### src/rtl/mem_access_stage.sv
// Memory-access pipeline stage: passes ALU results straight to MEM/WB,
// runs loads/stores against the data RAM with a bounded wait for mem_ack,
// and flags timeouts and loads that are also stores.
//
// state  | meaning
// IDLE   | no RAM access pending; consume the EX/MEM instruction
// ACCESS | request held on the RAM port, waiting for mem_ack or timeout
module mem_access_stage #(
    parameter int TIMEOUT = 16
) (
    input  logic        clk,
    input  logic        rst,
    input  logic        in_valid,
    input  logic        wmem,
    input  logic        rmem,
    input  logic        wreg,
    input  logic        wpc,
    input  logic [1:0]  jmp,
    input  logic [31:0] alu_res,
    input  logic [31:0] st_data,
    input  logic [3:0]  dest,
    output logic        stall,
    output logic        mem_req,
    output logic        mem_we,
    output logic [31:0] mem_addr,
    output logic [31:0] mem_wdata,
    input  logic        mem_ack,
    input  logic [31:0] mem_rdata,
    output logic        wb_valid,
    output logic        wb_wreg,
    output logic        wb_wpc,
    output logic [1:0]  wb_jmp,
    output logic [31:0] wb_data,
    output logic [3:0]  wb_dest,
    output logic        err
);

    localparam int CW = $clog2(TIMEOUT + 1);

    typedef enum logic {IDLE = 1'b0, ACCESS = 1'b1} state_t;

    state_t      r_state;
    state_t      w_state_nxt;
    logic [CW-1:0] r_cnt;
    logic [31:0] r_addr;
    logic [31:0] r_wdata;
    logic        r_we;
    logic        r_wb_valid;
    logic        r_wb_wreg;
    logic        r_wb_wpc;
    logic [1:0]  r_wb_jmp;
    logic [31:0] r_wb_data;
    logic [3:0]  r_wb_dest;
    logic        r_err;

    logic w_is_mem;
    logic w_illegal;
    logic w_timeout;

    assign w_is_mem  = rmem ^ wmem;
    assign w_illegal = rmem & wmem;
    // Timeout fires on the last allowed ACCESS cycle only if the ack is still missing
    assign w_timeout = (r_state == ACCESS) && !mem_ack && (r_cnt == CW'(TIMEOUT - 1));

    // State register
    always_ff @(posedge clk) begin
        if (!rst) r_state <= IDLE;
        else      r_state <= w_state_nxt;
    end

    // Next-state logic
    always_comb begin
        w_state_nxt = r_state;
        case (r_state)
            IDLE:    if (in_valid && w_is_mem) w_state_nxt = ACCESS;
            ACCESS:  if (mem_ack || w_timeout) w_state_nxt = IDLE;
            default: w_state_nxt = IDLE;
        endcase
    end

    // FSM outputs: stall towards EX/MEM and the RAM request
    always_comb begin
        stall   = 1'b0;
        mem_req = 1'b0;
        case (r_state)
            IDLE:    stall = in_valid && w_is_mem;
            ACCESS: begin
                mem_req = 1'b1;
                stall   = !mem_ack && !w_timeout;
            end
            default: ;
        endcase
    end

    // Access latches, wait counter and MEM/WB register
    always_ff @(posedge clk) begin
        if (!rst) begin
            r_cnt      <= '0;
            r_addr     <= '0;
            r_wdata    <= '0;
            r_we       <= 1'b0;
            r_wb_valid <= 1'b0;
            r_wb_wreg  <= 1'b0;
            r_wb_wpc   <= 1'b0;
            r_wb_jmp   <= 2'b00;
            r_wb_data  <= '0;
            r_wb_dest  <= '0;
            r_err      <= 1'b0;
        end else begin
            r_wb_valid <= 1'b0;
            r_err      <= 1'b0;
            if (r_state == IDLE) begin
                if (in_valid) begin
                    if (w_is_mem) begin
                        r_addr  <= alu_res;
                        r_wdata <= st_data;
                        r_we    <= wmem;
                        r_cnt   <= '0;
                    end else begin
                        // ALU op, or a load+store combination that is dropped
                        r_wb_valid <= 1'b1;
                        r_wb_wreg  <= wreg && !w_illegal;
                        r_wb_wpc   <= wpc;
                        r_wb_jmp   <= jmp;
                        r_wb_data  <= alu_res;
                        r_wb_dest  <= dest;
                        r_err      <= w_illegal;
                    end
                end
            end else begin
                if (mem_ack || w_timeout) begin
                    r_wb_valid <= 1'b1;
                    r_wb_wreg  <= mem_ack && !r_we && wreg;
                    r_wb_wpc   <= wpc;
                    r_wb_jmp   <= jmp;
                    r_wb_data  <= (mem_ack && !r_we) ? mem_rdata : alu_res;
                    r_wb_dest  <= dest;
                    r_err      <= w_timeout;
                end else begin
                    r_cnt <= r_cnt + CW'(1);
                end
            end
        end
    end

    assign mem_addr  = r_addr;
    assign mem_wdata = r_wdata;
    assign mem_we    = r_we;
    assign wb_valid  = r_wb_valid;
    assign wb_wreg   = r_wb_wreg;
    assign wb_wpc    = r_wb_wpc;
    assign wb_jmp    = r_wb_jmp;
    assign wb_data   = r_wb_data;
    assign wb_dest   = r_wb_dest;
    assign err       = r_err;

endmodule
### config.mk
export PLATFORM = sky130hd
export DESIGN_NAME = mem_access_stage
export DESIGN_NICKNAME = d
export VERILOG_FILES = /design/src/rtl/mem_access_stage.sv
export SDC_FILE = /design/constraint.sdc
export NUM_CORES = 1
export LEC_CHECK = 0
export CAP_MARGIN = 30
export CORE_MARGIN = 2
export CORE_UTILIZATION = 40
export CTS_CLUSTER_SIZE = 28
export DETAILED_ROUTE_END_ITERATION = 12
export HOLD_SLACK_MARGIN = 0.05
export PLACE_DENSITY = 0.8
export SYNTH_ARGS = -nofsm -noshare
export SYNTH_HDL_FRONTEND = slang
export SYNTH_SLANG_ARGS = --single-unit
### constraint.sdc
create_clock -name clk -period 2.6 [get_ports clk]
set_input_delay 0.26 -clock clk [delete_from_list [all_inputs] [get_ports clk]]
set_output_delay 0.26 -clock clk [all_outputs]
set_load 0.01 [all_outputs]
Word level (Yosys, flattened, before mapping)
Index checks and enable logic that the tools add are counted.
{"block": "totals", "latch_bits": 0, "regBits": 113, "mem_count": 0, "romBits": 0, "in_bits": 110, "ramBits": 0}
{"block": "classes", "n_shift": 0, "magnitude_cmp": 0, "add_sub_neg": 1, "mux": 38, "reduce_logical": 17, "bitwise": 3, "mul": 0, "n_div": 0, "eq_ne": 4}
{"cell": "$mux W32", "count": 5}
{"cell": "$mux W5", "count": 4}
{"cell": "$mux W1", "count": 19}
{"cell": "$mux W4", "count": 4}
{"cell": "$reduce_and A3 Y1", "count": 3}
{"cell": "$mux W2", "count": 4}
{"cell": "$logic_and A1 B1 Y1", "count": 7}
{"cell": "$add A5 B1 Y5 const B", "count": 1}
{"cell": "$eq A5 B4 Y1 const B", "count": 1}
{"cell": "$logic_not A1 Y1", "count": 4}
{"cell": "$ne A2 B2 Y1 const B", "count": 2}
{"cell": "$pmux W1 S2", "count": 2}
{"cell": "$reduce_bool A2 Y1", "count": 2}
{"cell": "$ne A2 B1 Y1 const B", "count": 1}
{"cell": "$and A1 B1 Y1", "count": 1}
{"cell": "$logic_or A1 B1 Y1", "count": 1}
{"cell": "$not A1 Y1", "count": 1}
{"cell": "$xor A1 B1 Y1", "count": 1}

Depth between registers and ports, before layout
Gate-level depths: netlist (run 1).
{"block": "logic_depth", "depth_word": 6, "depth_mapped": 7, "depth_no_buf": 6}

Worst setup path after synthesis (run 1)
No wires, ideal clock.
{"block": "synth_timing", "kind": "register to register", "start": "register r_cnt[0]", "end": "register r_cnt[3]", "path_stages_with_launch": 8, "arrival_time_ns": 1.866, "slack_ns": 0.664, "setup_time_ns": 0.070, "path_cell_list": "dfxtp_1 ha_1 and3_1 ha_1 or3b_1 buf_2 or3_1 a21oi_1"}
{"block": "synth_between", "elab_chain_len": 5, "word_cells_on_any_way": 8, "cone_classes": "1 x add/sub; 2 x eq/ne; 2 x mux; 3 x reduce/logical"}
{"element": "start, declared", "line_no": "44", "rtl": "logic [CW-1:0] r_cnt;"}
{"element": "start signal, assigned", "line_no": "140", "rtl": "r_cnt <= r_cnt + CW'(1);"}
{"element": "parallel branches: the longest is 5 deep, another holds $add A5 B1 Y5"}
Parallel ways; which one is timed is not known. The select of a mux whose other input is x is not followed.
A chain may end at the register's enable or synchronous reset.

Worst setup path in the final report (run 1)
{"block": "layout_timing", "start": "register r_cnt[0]", "end": "output port stall"}
{"block": "layout_between", "elab_chain_len": 5}
{"element": "$eq A5 B4 Y1", "line_no": "63", "rtl": "assign w_timeout = (r_state == ACCESS) && !mem_ack && (r_cnt == CW'(TIMEOUT - 1));"}
{"element": "$logic_and A1 B1 Y1", "line_no": "63"}
{"element": "$logic_not A1 Y1", "line_no": "89", "rtl": "stall = !mem_ack && !w_timeout;"}
{"element": "$logic_and A1 B1 Y1", "line_no": "89"}
{"element": "$pmux W1 S2", "line_no": "85", "rtl": "case (r_state)"}
{"element": "end, declared", "line_no": "22", "rtl": "output logic stall,"}
Every way passes these cells.

==> reports/qor.txt, run 1 <==
Die Span Y - 109 um
Starting Density - 0.407
critical path, cell by cell - ha_1 > and3_1 > ha_2 > or3b_4 > nand2_1 > dlygate4sd2_1
CP Max Fanout - 7
CP max stage delay - 0.44 ns
H-tree Lvls - 4
Final GP Congestion - 0.756
commonest non-fill, non-tap cell in the layout - clkdlybuf4s50_1
vias - 4,705
Worst Path Buf+Inv - 1
pin count of the biggest net entering global routing - 71
Place WS - 0.216 ns
Crit Path Class - flip-flop to output pin
DR iter-0 viols - 342
Placed Cells - 875
Synth Instances - 551
clock latency on the worst-skew pair - 0.50 ns
Synth Register Bits - 113
share of the synthesized area in the top cell type - 0.518
Final WS setup - 0.112 ns
Die X - 109 um
LEAKAGE - 2.65 nW
largest cells by area after synthesis - dfxtp_1 52%, nand2_1 17%, a21oi_1 9.0%
Post-DRT Antenna Nets - 0
IO buf count - 218
WL/cell - 15.7 um
final cell count without fillers - 909
max_slew headroom - 0.660
Tmin final - 2.49 ns
Critical Path Source Type - flip-flop
Final Util - 0.674
Die Area - 11,800 sq um
RSZ-0062 raised after global routing - no
vias in the first global route - 4,666
First-pass DRT Iterations - 5
Final Setup Violations - 0
Hold Slack - 0.301 ns
total track usage - 0.241
nets@finish - 870
grt met3 use - 0.0717
hold crit path type - input pin to flip-flop
grt total ovfl - 0
Synth Cell Area - 4370 sq um
met2 usage - 0.416
core area - 10,700 sq um
max_cap viols - 0
clk sinks - 113
required time of the worst setup path - 2.34 ns
TritonCTS clock tree - built
Routed WL - 14,200 um
commonest cells after routing, fill and taps aside - 217 x clkdlybuf4s50_1, 197 x nand2_1, 113 x dfxtp_1
Slew @ Worst Pin - 0.510 ns
crit share post-route - 0.957
Num CTS Buffers - 17
Reg clk slew, reported paths - 0.06 ns
Yosys cell types - 24
drt drc - 0
register area share after synthesis - 0.518
Syn. warnings - 0
Via-to-Cell Ratio - 5.18
f_max - 0.402 GHz
Slowest cell on crit path - or3b_4
antenna cells - 0
Site Rows - 38
P&R area growth vs syn - 65.8%
post-detail-place hpwl - 9790 um
syn avg cell area - 7.93 sq um
Final Skew - 0.00875 ns
M1 GR Usage - 0.278
CTS root buffer - clkbuf_8
first-pass GRT wire length - 22,200 um
status - complete, no violations
share of layout cells above drive strength 1 - 0.0663
syn nets - 665
CP top delay family - simple AND/OR/NAND/NOR gates
setup_tns - 0 ns
Slew Limit Fails - 0
dominant cell type by area after synthesis - dfxtp_1
PD cells - 659 nW/um^2
VDD IR max - 0.000376 V
Final Hold Fails - 0
clk buf depth - 2
Crit. End Element - output pin
WP data arrival - 2.23 ns
GRT busiest layer - met2
antenna violations before repair - 0
# IOs - 219
==> cell usage after synthesis, drive strengths merged <==
cell type  count
o21a           2
nor3b          1
nor3          32
nand3b         4
buf           16
nor4b          1
o221ai         1
dfxtp        113
inv            3
nor2           4
and3b          2
ha             4
and3           2
or3            2
a311oi        32
nand2        197
clkbuf        32
nand3         11
a31oi          1
o21ai         10
a21oi         79
or3b           2
==> cell families (layout without fill, tap and decap cells) <==
group                      Yosys count  in the layout  share of synthesized area
and+or+nand+nor                    258            258                      0.247
AOI/OAI and AO/OA                  125            125                      0.174
DFF                                113            113                      0.518
buffers and inverters               51            269                     0.0498
adders and majority gates            4              4                     0.0115
==> worst paths after layout <==
check / slack, ns / endpoint / start / depth (start not counted)
max: 0.11 / stall / r_cnt[0] / 6
min: 0.30 / mem_wdata[16] / st_data[16] / 3
max reg2reg: 0.52 / r_cnt[3] / r_cnt[0] / 7
min reg2reg: 0.45 / mem_wdata[17] / mem_wdata[17] / 2
==> per-layer routing <==
layer | part of all wire | vias to the layer above
li1 | - | 2292
met5 | 0 | -
met3 | 0.085 | 24
met4 | 0.018 | 0
met2 | 0.50 | 219
met1 | 0.39 | 2170
==> through the flow <==
step / cell area, sq um / power [W]
final: 7250 / 0.00477
after global routing: 7250 / 0.00500
after CTS: 7230 / 0.00482
after detailed placement: 6720 / 0.00286
after global placement: 6720 / 0.00283
after floorplan: 4370 / 0.00232
==> area by class of cell <==
class                      instances  area (sq um)
multi-input combinational        387          1900
tap                              140           175
sequential                       113          2260
clock buffer                      21           439
inverter                           3          12.5
clock inverter                    11          66.3
timing repair buffer             234          2390
fill                             906          3500
==> tightest hold or removal path, cell delays in order <==
cell	delay [ns]
clkdlybuf4s50_1	0.39
nand2_1	0.05
a21oi_1	0.05
==> where the power goes <==
group          internal (W)  switching [W]
clock network       0.00118       0.000769
registers           0.00186      0.0000657
logic              0.000497       0.000403
total               0.00354        0.00124
==> flip-flops by register name (all words and copies together) (netlist names) <==
name and flops:
wb_jmp 2, wb_dest 4, wb_wreg 1, r_cnt 5
mem_addr 32, err 1, r_state 1, wb_wpc 1
mem_wdata 32, wb_valid 1, wb_data 32, mem_we 1
==> timing repair <==
item | in CTS | in global routing
cloned | 0 | 0
hold buffers | 0 | 0
pin swaps | 0 | 1
endpoints found under the hold margin | 0 | 0
buffers inserted | 0 | 2
resized for setup | 2 | 1
endpoints found under the setup margin | 1 | 1
Power figures use the tool's default switching activity.
==> run 2: changes to the inputs <==
Settings changed: CORE_ASPECT_RATIO set to 0.75, SKIP_LAST_GASP set to 1.
==> reports/qor.txt, run 2 (synthesis gave the netlist of run 1 again) <==
status - complete, no violations
drt drc - 0
hold crit path type - input pin to flip-flop
pin count of the biggest net entering global routing - 71
grt total ovfl - 0
Place WS - 0.301 ns
f_max - 0.417 GHz
First-pass DRT Iterations - 7
vias in the first global route - 4,571
Hold Buf Count CTS - 0
met3 wire length - 1250 um
H-tree Lvls - 4
max_slew headroom - 0.661
antenna cells - 0
Final WS setup - 0.203 ns
WP data arrival - 2.14 ns
P&R area growth vs syn - 67.2%
clk sinks - 113
Highest Signal Layer - met4
vias - 4,706
first-pass GRT wire length - 22,800 um
Routed WL - 14,300 um
Site Rows - 33
share of power burned in combinational logic - 0.166
CTS root buffer - clkbuf_16
Num CTS Buffers - 17
required time of the worst setup path - 2.34 ns
max_cap viols - 0
antenna violations before repair - 0
Tmin final - 2.40 ns
Placed Cells - 872
total track usage - 0.239
Net Sw Frac - 0.242
Final Util - 0.678
Tot Pwr - 0.00531 W
commonest cells after routing, fill and taps aside - 217 x clkdlybuf4s50_1, 197 x nand2_1, 113 x dfxtp_1
Critical Path Source Type - flip-flop
# IOs - 219
final cell count without fillers - 904
CP Max Fanout - 6
WL/cell - 15.9 um
Final GP Congestion - 0.816
Psw - 0.00128 W
Slew @ Worst Pin - 0.508 ns
share of power burned in registers - 0.364
Die X - 125 um
Starting Density - 0.406
crit share post-route - 0.922
share of layout cells above drive strength 1 - 0.0615
post-detail-place hpwl - 9810 um
Die Span Y - 94.5 um
Slew Limit Fails - 0
Reg clk slew, reported paths - 0.06 ns
Crit Path Class - flip-flop to output pin
PD cells - 726 nW/um^2
Final Skew - 0.00792 ns
clk buf depth - 2
Final Hold Fails - 0
IO buf count - 218
Post-CTS Setup Repair Bufs - 0
DR iter-0 viols - 320
Die Area - 11,800 sq um
Final Setup Violations - 0
TritonCTS clock tree - built
clock latency on the worst-skew pair - 0.40 ns
LEAKAGE - 2.67 nW
WL met2 - 7000 um
Post-DRT Antenna Nets - 0
clock power share - 0.470
Via-to-Cell Ratio - 5.21
RSZ-0062 raised after global routing - no
core area - 10,800 sq um
setup_tns - 0 ns
VDD IR max - 0.000571 V
Power Internal - 0.00402 W
Resize count post-CTS - 1
commonest non-fill, non-tap cell in the layout - clkdlybuf4s50_1
nets@finish - 865
met1 wire length - 5950 um
Crit. End Element - output pin
-- run 2: area by class of cell --
| cell class | count | area (sq um) |
|---|---|---|
| multi-input cells | 387 | 1900 |
| flip-flops and latches | 113 | 2260 |
| fillers | 856 | 3470 |
| clock inverters | 12 | 181 |
| well taps | 140 | 175 |
| inverters | 3 | 12.5 |
| clock buffers | 20 | 467 |
| repair buffers | 229 | 2310 |
-- run 2: through the flow --
| stage | cell area (sq um) | hold slack, ns |
|---|---|---|
| floorplan | 4370 | 0.378 |
| global placement | 6660 | 0.442 |
| detailed placement | 6660 | 0.449 |
| CTS | 7310 | 0.395 |
| global route | 7310 | 0.401 |
| finish | 7310 | 0.405 |
-- run 2: worst paths after layout --
| kind | from | to | slack, ns | cells past startpoint |
|---|---|---|---|---|
| setup / recovery | r_cnt[0] | stall | 0.20 | 6 |
| hold / removal | st_data[5] | mem_wdata[5] | 0.41 | 3 |
| setup reg to reg | r_cnt[0] | wb_data[0] | 0.44 | 7 |
| hold reg to reg | mem_wdata[12] | mem_wdata[12] | 0.45 | 2 |
-- run 2: worst max-delay path, stage by stage (launching register included) --
cell	delay, ns
dfxtp_1	0.33
ha_1	0.22
and3_1	0.19
ha_1	0.25
or3b_1	0.40
nand2_1	0.08
dlygate4sd2_1	0.27
-- run 2: power by group through the flow --
stage,combinational [W],sequential (W),clock [W]
finish,0.000883,0.00193,0.00249
global route,0.000956,0.00194,0.00260
CTS,0.000887,0.00193,0.00253
detailed placement,0.000881,0.00197,0
global placement,0.000862,0.00196,0
floorplan,0.000307,0.00201,0
-- run 2: per-layer routing --
metal  vias up  track usage
met2       196        0.406
met4         0       0.0637
li1       2276            -
met5         -            0
met1      2220        0.289
met3        14       0.0873
